===== config.mk =====
export PLATFORM = sky130hd
export DESIGN_NAME = reg32_load_en
export DESIGN_NICKNAME = d
export VERILOG_FILES = /design/src/rtl/reg32_load_en.sv
export SDC_FILE = /design/constraint.sdc
export NUM_CORES = 1
export LEC_CHECK = 0
export ABC_CLOCK_PERIOD_IN_PS = 1600
export BUFFER_PORTS_ARGS = -buffer_cell sky130_fd_sc_hd__clkbuf_2
export CORE_MARGIN = 4
export CORE_UTILIZATION = 48
export CTS_CLUSTER_SIZE = 10
export DETAILED_ROUTE_END_ITERATION = 8
export GPL_TIMING_DRIVEN = 0
export MAX_ROUTING_LAYER = met4
export PLACE_DENSITY = 0.84
export SYNTH_ARGS = -nofsm -noshare
export SYNTH_HDL_FRONTEND = slang
export SYNTH_SLANG_ARGS = --single-unit

===== constraint.sdc =====
create_clock -name clk -period 1.6 [get_ports clk]
set_input_delay 0.32 -clock clk [delete_from_list [all_inputs] [get_ports clk]]
set_output_delay 0.32 -clock clk [all_outputs]
set_load 0.005 [all_outputs]

===== src/rtl/reg32_load_en.sv =====
// Storage register with a synchronous load enable and an asynchronous active-low clear.
// Default configuration is a 32-bit register that clears to zero.
// Used for register-file entries and pipeline/holding registers.
module reg32_load_en #(
    parameter int unsigned      WIDTH     = 32,
    parameter logic [WIDTH-1:0] RESET_VAL = '0
) (
    input  logic             clk,
    input  logic             reset,
    input  logic             l_en,
    input  logic [WIDTH-1:0] in,
    output logic [WIDTH-1:0] out
);

    // Storage flop: clears at once while reset is low, loads in on a rising clk when l_en is high.
    always_ff @(posedge clk or negedge reset) begin
        if (!reset) begin
            out <= RESET_VAL;
        end else if (l_en) begin
            out <= in;
        end
    end

endmodule


==> metrics.yaml, run 1 <==
routing:
  dr.pass1.iters: 3
  routed_wl_mm: 2.569
  wl_per_cell_um: 15.11
  drc_errors: 0
  vias: 830
  drtIter0Drc: 15
  ant_nets: 0
  routed_via_density: 4.882
critical_path:
  crit_buf_inv: 1
  cp-start-kind: "flop"
  cpLargestDelayFamily: "flip-flops"
  r2r-start: "out[2]"
  r2r_end: "out[2]"
  r2r_cells: 1
  critPathMaxFanout: 2
  crit_slowest_cell: "dfrtp_1"
  rrSetupSlack_ns: 0.82
  path_cells: "clkbuf_2"
  worstPathArrival_ns: 0.83
  max_stage_delay_ns: 0.40
  critPathRequiredTime_ns: 1.28
  worstSetupEndpointType: "output pin"
  worstSetupPathType: "flop to output pin"
final_layout:
  n_antenna_cell: 0
  reg.largest.list: "out x32"
  nets: 175
  regArea_sq_um: 800.8
  fillers: 194
  multi_input_area_sq_um: 473.0
  largest_reg_flops: 32
  drive_gt1_frac: 0.7714
  layoutNonFillerInstCount: 170
  final_cell_area_sq_um: 1773
  syn_to_final_growth_pct: 31.81
  top_register: "out"
timing:
  hold_violations: 0
  final_max_slew_viol_count: 0
  fin_skew_ns: 0
  rsz0062_at_grt: "no"
  final.setup.tns_ns: 0
  min_period_ns: 1.155
  relSlewSlack: 0.4967
  tightest_slew_ns: 0.7549
  setup_viol: 0
  max_freq_ghz: 0.8660
  finalCritPeriodShare: 0.7217
global_routing:
  overflow: 0
  grt_usage: 0.1591
  antenna_found_initial: 0
  grt_pass1_vias: 896
  grt_pass1_wl_mm: 3.939
  grt_max_degree: 33
min_path:
  holdCritPathClass: "input pin to asynchronous set/reset pin"
clock_tree:
  cts-resized-gates: 0
  cts_hold_buf: 0
  htree_num_levels: 2
  cts_sinks: 32
  insertion_delay_ns: 0.32
  cts_made_buffers: 5
  cts_tree: "built"
  cts_buffer_depth: 2
  clk_pin_slew_worst_paths_ns: 0.09
  cts_setup_buffers: 0
  cts_root_buf: "clkbuf_4"
logic_synthesis:
  seq_area_frac_synth: 0.5953
  ys_warn_count: 0
  synth_cell_types: 5
  synth_fp_nets: 103
  syn_area_sq_um: 1345
  syn_avg_cell_area_sq_um: 19.78
  synth-seq-cells: 32
  netlist_instances: 68
floorplan:
  pin_count: 67
  start_util: 0.5239
  die_x_um: 60.94
  coreArea_sq_um: 2567
  die_h_um: 60.94
  row_count: 18
  dieArea_sq_um: 3713
placed_design:
  placed_area_sq_um: 1708
  io_buffers: 65
  gp_congestion: 0.6787
  dpl.cell_count: 163
pwr:
  powerDensity_nw_per_um2: 990.3
  p_leak_nw: 0.9702
  ir_worst_vdd_mv: 0.8364
  power_mw: 1.756
job:
  drv_cap: 0
outcome:
  status: "finished, final reports clean"
worst max path at each step:
stage,startpoint,to,slack [ns],depth (start not counted)
2_1_floorplan,l_en,out[0],0.61,3
3_3_place_gp,l_en,out[19],0.59,3
3_5_place_dp,l_en,out[13],0.58,3
4_1_cts,out[13],out[13],0.42,1
5_1_grt,out[18],out[18],0.38,1
6_report,out[11],out[11],0.45,1
Yosys cell counts:
library cell	instances	share of area
buf_12	3	0.045
buf_6	1	0.0084
dfrtp_1	32	0.60
mux2_2	2	0.017
mux2_4	30	0.33
final cells by class:
class | count | share of cell area
Sequential cell | 32 | 0.4517
Multi-Input combinational cell | 32 | 0.2668
Timing Repair Buffer | 65 | 0.1835
Buffer | 4 | 0.04023
Clock buffer | 7 | 0.03670
Tap cell | 30 | 0.02117
per-stage QoR:
step | util | worst slack (ns) | hold WS [ns]
6_report | 0.6905 | 0.4453 | 0.04853
4_1_cts | 0.6905 | 0.4153 | 0.05468
2_1_floorplan | - | 0.6128 | 0.02441
5_1_grt | 0.6905 | 0.3773 | 0.09319
3_5_place_dp | 0.6652 | 0.5794 | 0.4259
3_3_place_gp | 0.6652 | 0.5903 | 0.4050
cells in the final DEF (no fill, tap or decap):
cell,n
clkbuf_4,5
buf_6,1
mux2_4,30
mux2_2,2
dfrtp_1,32
clkbuf_8,2
buf_12,3
clkbuf_2,65
power breakdown:
part,internal [mW],leakage [nW],switching [mW],total (mW)
combinational,0.213,0.559,0.112,0.325
sequential,0.889,0.374,0.0449,0.934
clock,0.249,0.0374,0.248,0.497
layer usage:
metal / share of wire / routed length (um) / vias to the layer above / global-route usage
met4: 0.016 / 42 / 0 / 0.09288
met1: 0.40 / 1025 / 407 / 0.1788
met2: 0.48 / 1240 / 40 / 0.2397
met3: 0.10 / 261 / 4 / 0.06170
li1: - / - / 379 / -
met5: 0 / 0 / - / -
cell families (layout without fill, tap and decap cells):
logic type             count (synthesis)  in the layout  synth area share
muxes                                 32             32            0.3516
buffers and inverters                  4             76           0.05302
DFF                                   32             32            0.5954
Power figures use the tool's default switching activity.
==> inputs of run 2 (changes only) <==
ABC_CLOCK_PERIOD_IN_PS = 1130   (was 1600)
CORE_UTILIZATION = 44   (was 48)
PLACE_DENSITY = 0.78   (was 0.84)
clock period = 1.13 ns   (was 1.6 ns; I/O delays follow)
==> run 2 against run 1 <==
Net effect:
- design area increased by 1.3%
- routed wire length increased by 0.23%
- first-iteration DRC count decreased by 6.7%
- critical path depth unchanged
- sequential cell count unchanged
- non-clock buffer count increased by 1
- register-to-register slack got worse by 0.48 ns
- critical path type unchanged
- critical endpoint is now out[7]
- largest cell class unchanged
==> metrics.yaml, run 2 (synthesis results as in run 1) <==
outcome:
  status: "finished, final reports clean"
critical_path:
  critPathMaxFanout: 2  # unchanged
  cp-start-kind: "flop"
  worstSetupPathType: "flop to output pin"
  critPathRequiredTime_ns: 0.90  # -0.38 ns
  cp-startpoint: "out[7]"
  crit_end: "out[7]"
  r2r_cells: 1  # unchanged
  rrSetupSlack_ns: 0.34  # -0.48 ns
  worstPathArrival_ns: 0.85  # +0.02 ns
  cpLargestDelayFamily: "flip-flops"
  worstSetupEndpointType: "output pin"
  worstSetupPathDepth: 1  # unchanged
  path_cells: "clkbuf_2"
  r2r_end: "out[18]"
  crit_buf_inv: 1  # unchanged
  r2r-start: "out[18]"
  max_stage_delay_ns: 0.41  # about the same
  crit_slowest_cell: "dfrtp_1"
clock_tree:
  insertion_delay_ns: 0.33  # about the same
  cts_root_buf: "clkbuf_4"
  cts_tree: "built"
  cts_setup_buffers: 0  # unchanged
  cts_buffer_depth: 2  # unchanged
  cts_made_buffers: 5  # unchanged
  clk_pin_slew_worst_paths_ns: 0.10  # about the same
  cts_sinks: 32  # unchanged
  htree_num_levels: 2  # unchanged
routing:
  dr.pass1.iters: 4  # +1
  drtIter0Drc: 14  # -1
  drc_errors: 0  # unchanged
  routed_via_density: 4.717  # -3.4%
  routed_wl_mm: 2.575  # +0.23%
  ant_nets: 0  # unchanged
  wl_per_cell_um: 14.88  # -1.5%
  vias: 816  # -1.7%
floorplan:
  dieArea_sq_um: 4006  # +7.9%
  coreArea_sq_um: 2829  # +10%
  pin_count: 67  # unchanged
  die_h_um: 63.29  # +3.9%
  die_x_um: 63.29  # +3.9%
  row_count: 19  # +1
  start_util: 0.4755  # -0.04843
min_path:
  holdCritPathClass: "input pin to flop"
global_routing:
  grt_pass1_wl_mm: 4.229  # +7.4%
  use_met2: 0.2345  # -0.005176
  top_usage_layer: "met2"
  grtUsageMet3: 0.05151  # -0.01019
  grt_usage: 0.1419  # -0.01723
  grt_max_degree: 33  # unchanged
  met1_usage: 0.1524  # -0.02639
  antenna_found_initial: 0  # unchanged
  overflow: 0  # unchanged
  grt_pass1_vias: 896  # unchanged
final_layout:
  nets: 176  # +0.57%
  top_register: "out"
  drive_gt1_frac: 0.7606  # -0.01087
  reg.largest.list: "out x32"
  largest_reg_flops: 32  # unchanged
  most-common-layout-cells: "64 x clkbuf_2, 32 x dfrtp_1, 30 x mux2_4, 5 x clkbuf_4, 3 x buf_12"
  final_common_cell: "clkbuf_2"
  n_antenna_cell: 0  # unchanged
  syn_to_final_growth_pct: 33.49
  layoutNonFillerInstCount: 173  # +1.8%
pwr:
  pwr-share-seq: 0.503  # -0.029
  powerDensity_nw_per_um2: 1465  # +48%
  swShare: 0.2296  # -0.0009605
  internal-power_mw: 2.026  # +50%
  pwr-share-clk: 0.321  # +0.038
  p_switching_mw: 0.6038  # +49%
  ir_worst_vdd_mv: 0.8760  # +4.7%
  p_leak_nw: 0.9790  # +0.91%
  p_comb_frac: 0.176  # -0.009
  power_mw: 2.630  # +50%
placed_design:
  gp_congestion: 0.7021  # +3.4%
  dp_hpwl_mm: 1.924
  io_buffers: 65  # unchanged
  dpl.cell_count: 164  # +0.61%
timing:
  final_max_slew_viol_count: 0  # unchanged
  rsz0062_at_grt: "no"
  tightest_slew_ns: 0.6758  # -0.07910 ns
  final.setup.tns_ns: 0  # unchanged
  setup_viol: 0  # unchanged
  min_period_ns: 1.078
  hold_ws_ns: 0.1197  # +0.07121 ns
  max_freq_ghz: 0.9274
  hold_violations: 0  # unchanged
  relSlewSlack: 0.5495  # +0.05273
  finalCritPeriodShare: 0.9542
  fin_skew_ns: 0  # unchanged
job:
  drv_cap: 0  # unchanged
[run 2: stage by stage]
stage	cell area [sq um]	util	setup WS [ns]
global placement	1709	0.6042	0.2082
finish	1795	0.6347	0.05170
CTS	1795	0.6347	0.03811
global route	1795	0.6347	0.01237
detailed placement	1709	0.6042	0.1971
floorplan	1345	-	0.2368
[run 2: area by class of cell]
type | count | area, sq um
fill | 223 | 1033
sequential | 32 | 800.8
multi-input combinational | 32 | 473.0
timing repair buffer | 66 | 335.3
buffer | 4 | 71.32
clock buffer | 6 | 41.29
tap | 31 | 38.79
clock inverter | 2 | 35.03
[run 2: how the worst min path moves through the flow]
stage                     startpoint      end  cells after the start
after global placement         reset  out[24]                      1
final                          in[9]   out[9]                      2
after detailed placement       reset  out[15]                      1
after global routing           in[0]   out[0]                      2
after floorplan                reset   out[0]                      0
after CTS                      in[9]   out[9]                      2
[run 2: power groups by stage]
stage / Combinational, mW / Sequential, mW / Clock (mW)
after floorplan: 0.235 / 1.35 / 0
after global routing: 0.501 / 1.34 / 0.922
after CTS: 0.474 / 1.32 / 0.869
after global placement: 0.460 / 1.34 / 0
final: 0.463 / 1.32 / 0.845
after detailed placement: 0.468 / 1.34 / 0
[run 2: what timing repair did]
| item | CTS | global route |
|---|---|---|
| gates resized for setup | 0 | 1 |
| setup endpoints to repair | 0 | 32 |
| hold endpoints to repair | 32 | 0 |
| hold buffers | 1 | 0 |
[run 2: layer usage]
layer / vias up / wire length, um
li1: 382 / -
met1: 390 / 1015
met2: 39 / 1270
met3: 5 / 237
met4: 0 / 52
met5: - / 0
==> inputs of run 3 (changes only) <==
SETUP_SLACK_MARGIN = 0.15   (was not set)
==> run 3 against run 2 <==
Net effect:
- the run now ends with negative hold slack left
- largest cell class unchanged
- critical endpoint is now out[27]
- critical path depth unchanged
- setup slack improved by 0.0089 ns
- highest routed layer unchanged
- power increased by 3.8%
==> metrics.yaml, run 3 (synthesis results as in run 1) <==
outcome:
  status: "finished with violations"
  violations: "negative hold slack"
final_layout:
  n_antenna_cell: 0  # unchanged
  largest_reg_flops: 32  # unchanged
  reg.largest.list: "out x32"
  top_register: "out"
  most-common-layout-cells: "65 x clkbuf_2, 32 x dfrtp_1, 30 x mux2_4, 19 x buf_4, 5 x clkbuf_4"
  syn_to_final_growth_pct: 43.35
  layoutNonFillerInstCount: 191  # +10%
  drive_gt1_frac: 0.7938  # +0.03319
  final_common_cell: "clkbuf_2"
  nets: 194  # +10%
critical_path:
  worstSetupEndpointType: "output pin"
  path_cells: "clkbuf_2"
  critPathRequiredTime_ns: 0.90  # about the same
  crit_buf_inv: 1  # unchanged
  cp-start-kind: "flop"
  max_stage_delay_ns: 0.40  # about the same
  cpLargestDelayFamily: "flip-flops"
  critPathMaxFanout: 2  # unchanged
  worstPathArrival_ns: 0.84  # about the same
  crit_slowest_cell: "dfrtp_1"
  worstSetupPathType: "flop to output pin"
clock_tree:
  cts_tree: "built"
  insertion_delay_ns: 0.33  # about the same
  cts_buffer_depth: 2  # unchanged
  cts_sinks: 32  # unchanged
  clk_pin_slew_worst_paths_ns: 0.10  # about the same
  cts_root_buf: "clkbuf_4"
  htree_num_levels: 2  # unchanged
  cts_made_buffers: 5  # unchanged
timing:
  final.setup.tns_ns: 0  # unchanged
  tightest_slew_ns: 0.7621  # +0.08633 ns
  hold_ws_ns: -0.05202  # -0.1718 ns
  relSlewSlack: 0.4919  # -0.05755
  final_max_slew_viol_count: 0  # unchanged
  setup_viol: 0  # unchanged
  fin_skew_ns: 0  # unchanged
  rsz0062_at_grt: "yes"
  min_period_ns: 1.069  # -0.008872 ns
  hold_violations: 32  # +32
  finalCritPeriodShare: 0.9464  # -0.007851
  max_freq_ghz: 0.9351  # +0.83%
floorplan:
  pin_count: 67  # unchanged
  row_count: 19  # unchanged
  die_x_um: 63.29  # unchanged
  start_util: 0.4755  # unchanged
  dieArea_sq_um: 4006  # unchanged
  die_h_um: 63.29  # unchanged
  coreArea_sq_um: 2829  # unchanged
pwr:
  powerDensity_nw_per_um2: 1416  # -3.3%
  p_leak_nw: 1.067  # +8.9%
  ir_worst_vdd_mv: 0.8964  # +2.3%
  power_mw: 2.731  # +3.8%
routing:
  drtIter0Drc: 26  # +12
  vias: 889  # +8.9%
  dr.pass1.iters: 2  # -2
  routed_wl_mm: 2.763  # +7.3%
  ant_nets: 0  # unchanged
  drc_errors: 0  # unchanged
  wl_per_cell_um: 14.47  # -2.8%
  routed_via_density: 4.654  # -1.3%
placed_design:
  io_buffers: 65  # unchanged
  dp_hpwl_mm: 1.924  # unchanged
  gp_congestion: 0.7021  # unchanged
  dpl.cell_count: 164  # unchanged
job:
  drv_cap: 0  # unchanged
min_path:
  holdCritPathClass: "input pin to asynchronous set/reset pin"
global_routing:
  grt_pass1_vias: 926  # +3.3%
  antenna_found_initial: 0  # unchanged
  grt_pass1_wl_mm: 4.353  # +2.9%
  grt_usage: 0.1465  # +0.004689
  grt_max_degree: 33  # unchanged
  overflow: 0  # unchanged
[run 3: power by group]
group	total (mW)	switching (mW)	internal, mW
logic	0.564	0.183	0.380
clock network	0.848	0.385	0.464
registers	1.32	0.0607	1.26
[run 3: metal layers]
metal  up-vias  wire, um  track usage
met2        38      1394       0.2451
met1       424      1070       0.1570
met3         6       244      0.05151
met5         -         0            -
li1        421         -            -
met4         0        53      0.06469
[run 3: cell type report]
cell class | count | area [sq um]
fill | 212 | 900.9
buffer | 4 | 71.32
clock inverter | 2 | 35.03
timing repair buffer | 84 | 467.9
clock buffer | 6 | 41.29
sequential | 32 | 800.8
tap | 31 | 38.79
multi-input combinational | 32 | 473.0
[run 3: through the flow]
step                      utilization  worst slack (ns)  hold WS [ns]  cell area, sq um
final                          0.6816           0.06057      -0.05202              1928
after floorplan                     -            0.2368      -0.06959              1345
after CTS                      0.6550           0.03811      -0.03454              1853
after global placement         0.6042            0.2082        0.3140              1709
after global routing           0.6816           0.01368       0.01539              1928
after detailed placement       0.6042            0.1971        0.3429              1709
[run 3: worst paths after layout]
check | endpoint | cells past startpoint | slack [ns] | startpoint
min reg2reg | out[29] | 1 | 0.52 | out[29]
max reg2reg | out[13] | 3 | 0.14 | out[13]
min | out[26] | 1 | -0.05 | reset
min in group clk | out[9] | 2 | 0.12 | in[9]
max in group asynchronous | out[19] | 1 | 0.70 | reset
max | out[27] | 1 | 0.06 | out[27]
[run 3: repair_timing]
| item | in CTS | in global routing |
|---|---|---|
| endpoints found under the setup margin | 32 | 32 |
| pin swaps | 0 | 0 |
| endpoints found under the hold margin | 32 | 0 |
| resized for setup | 0 | 0 |
| setup buffers | 9 | 10 |
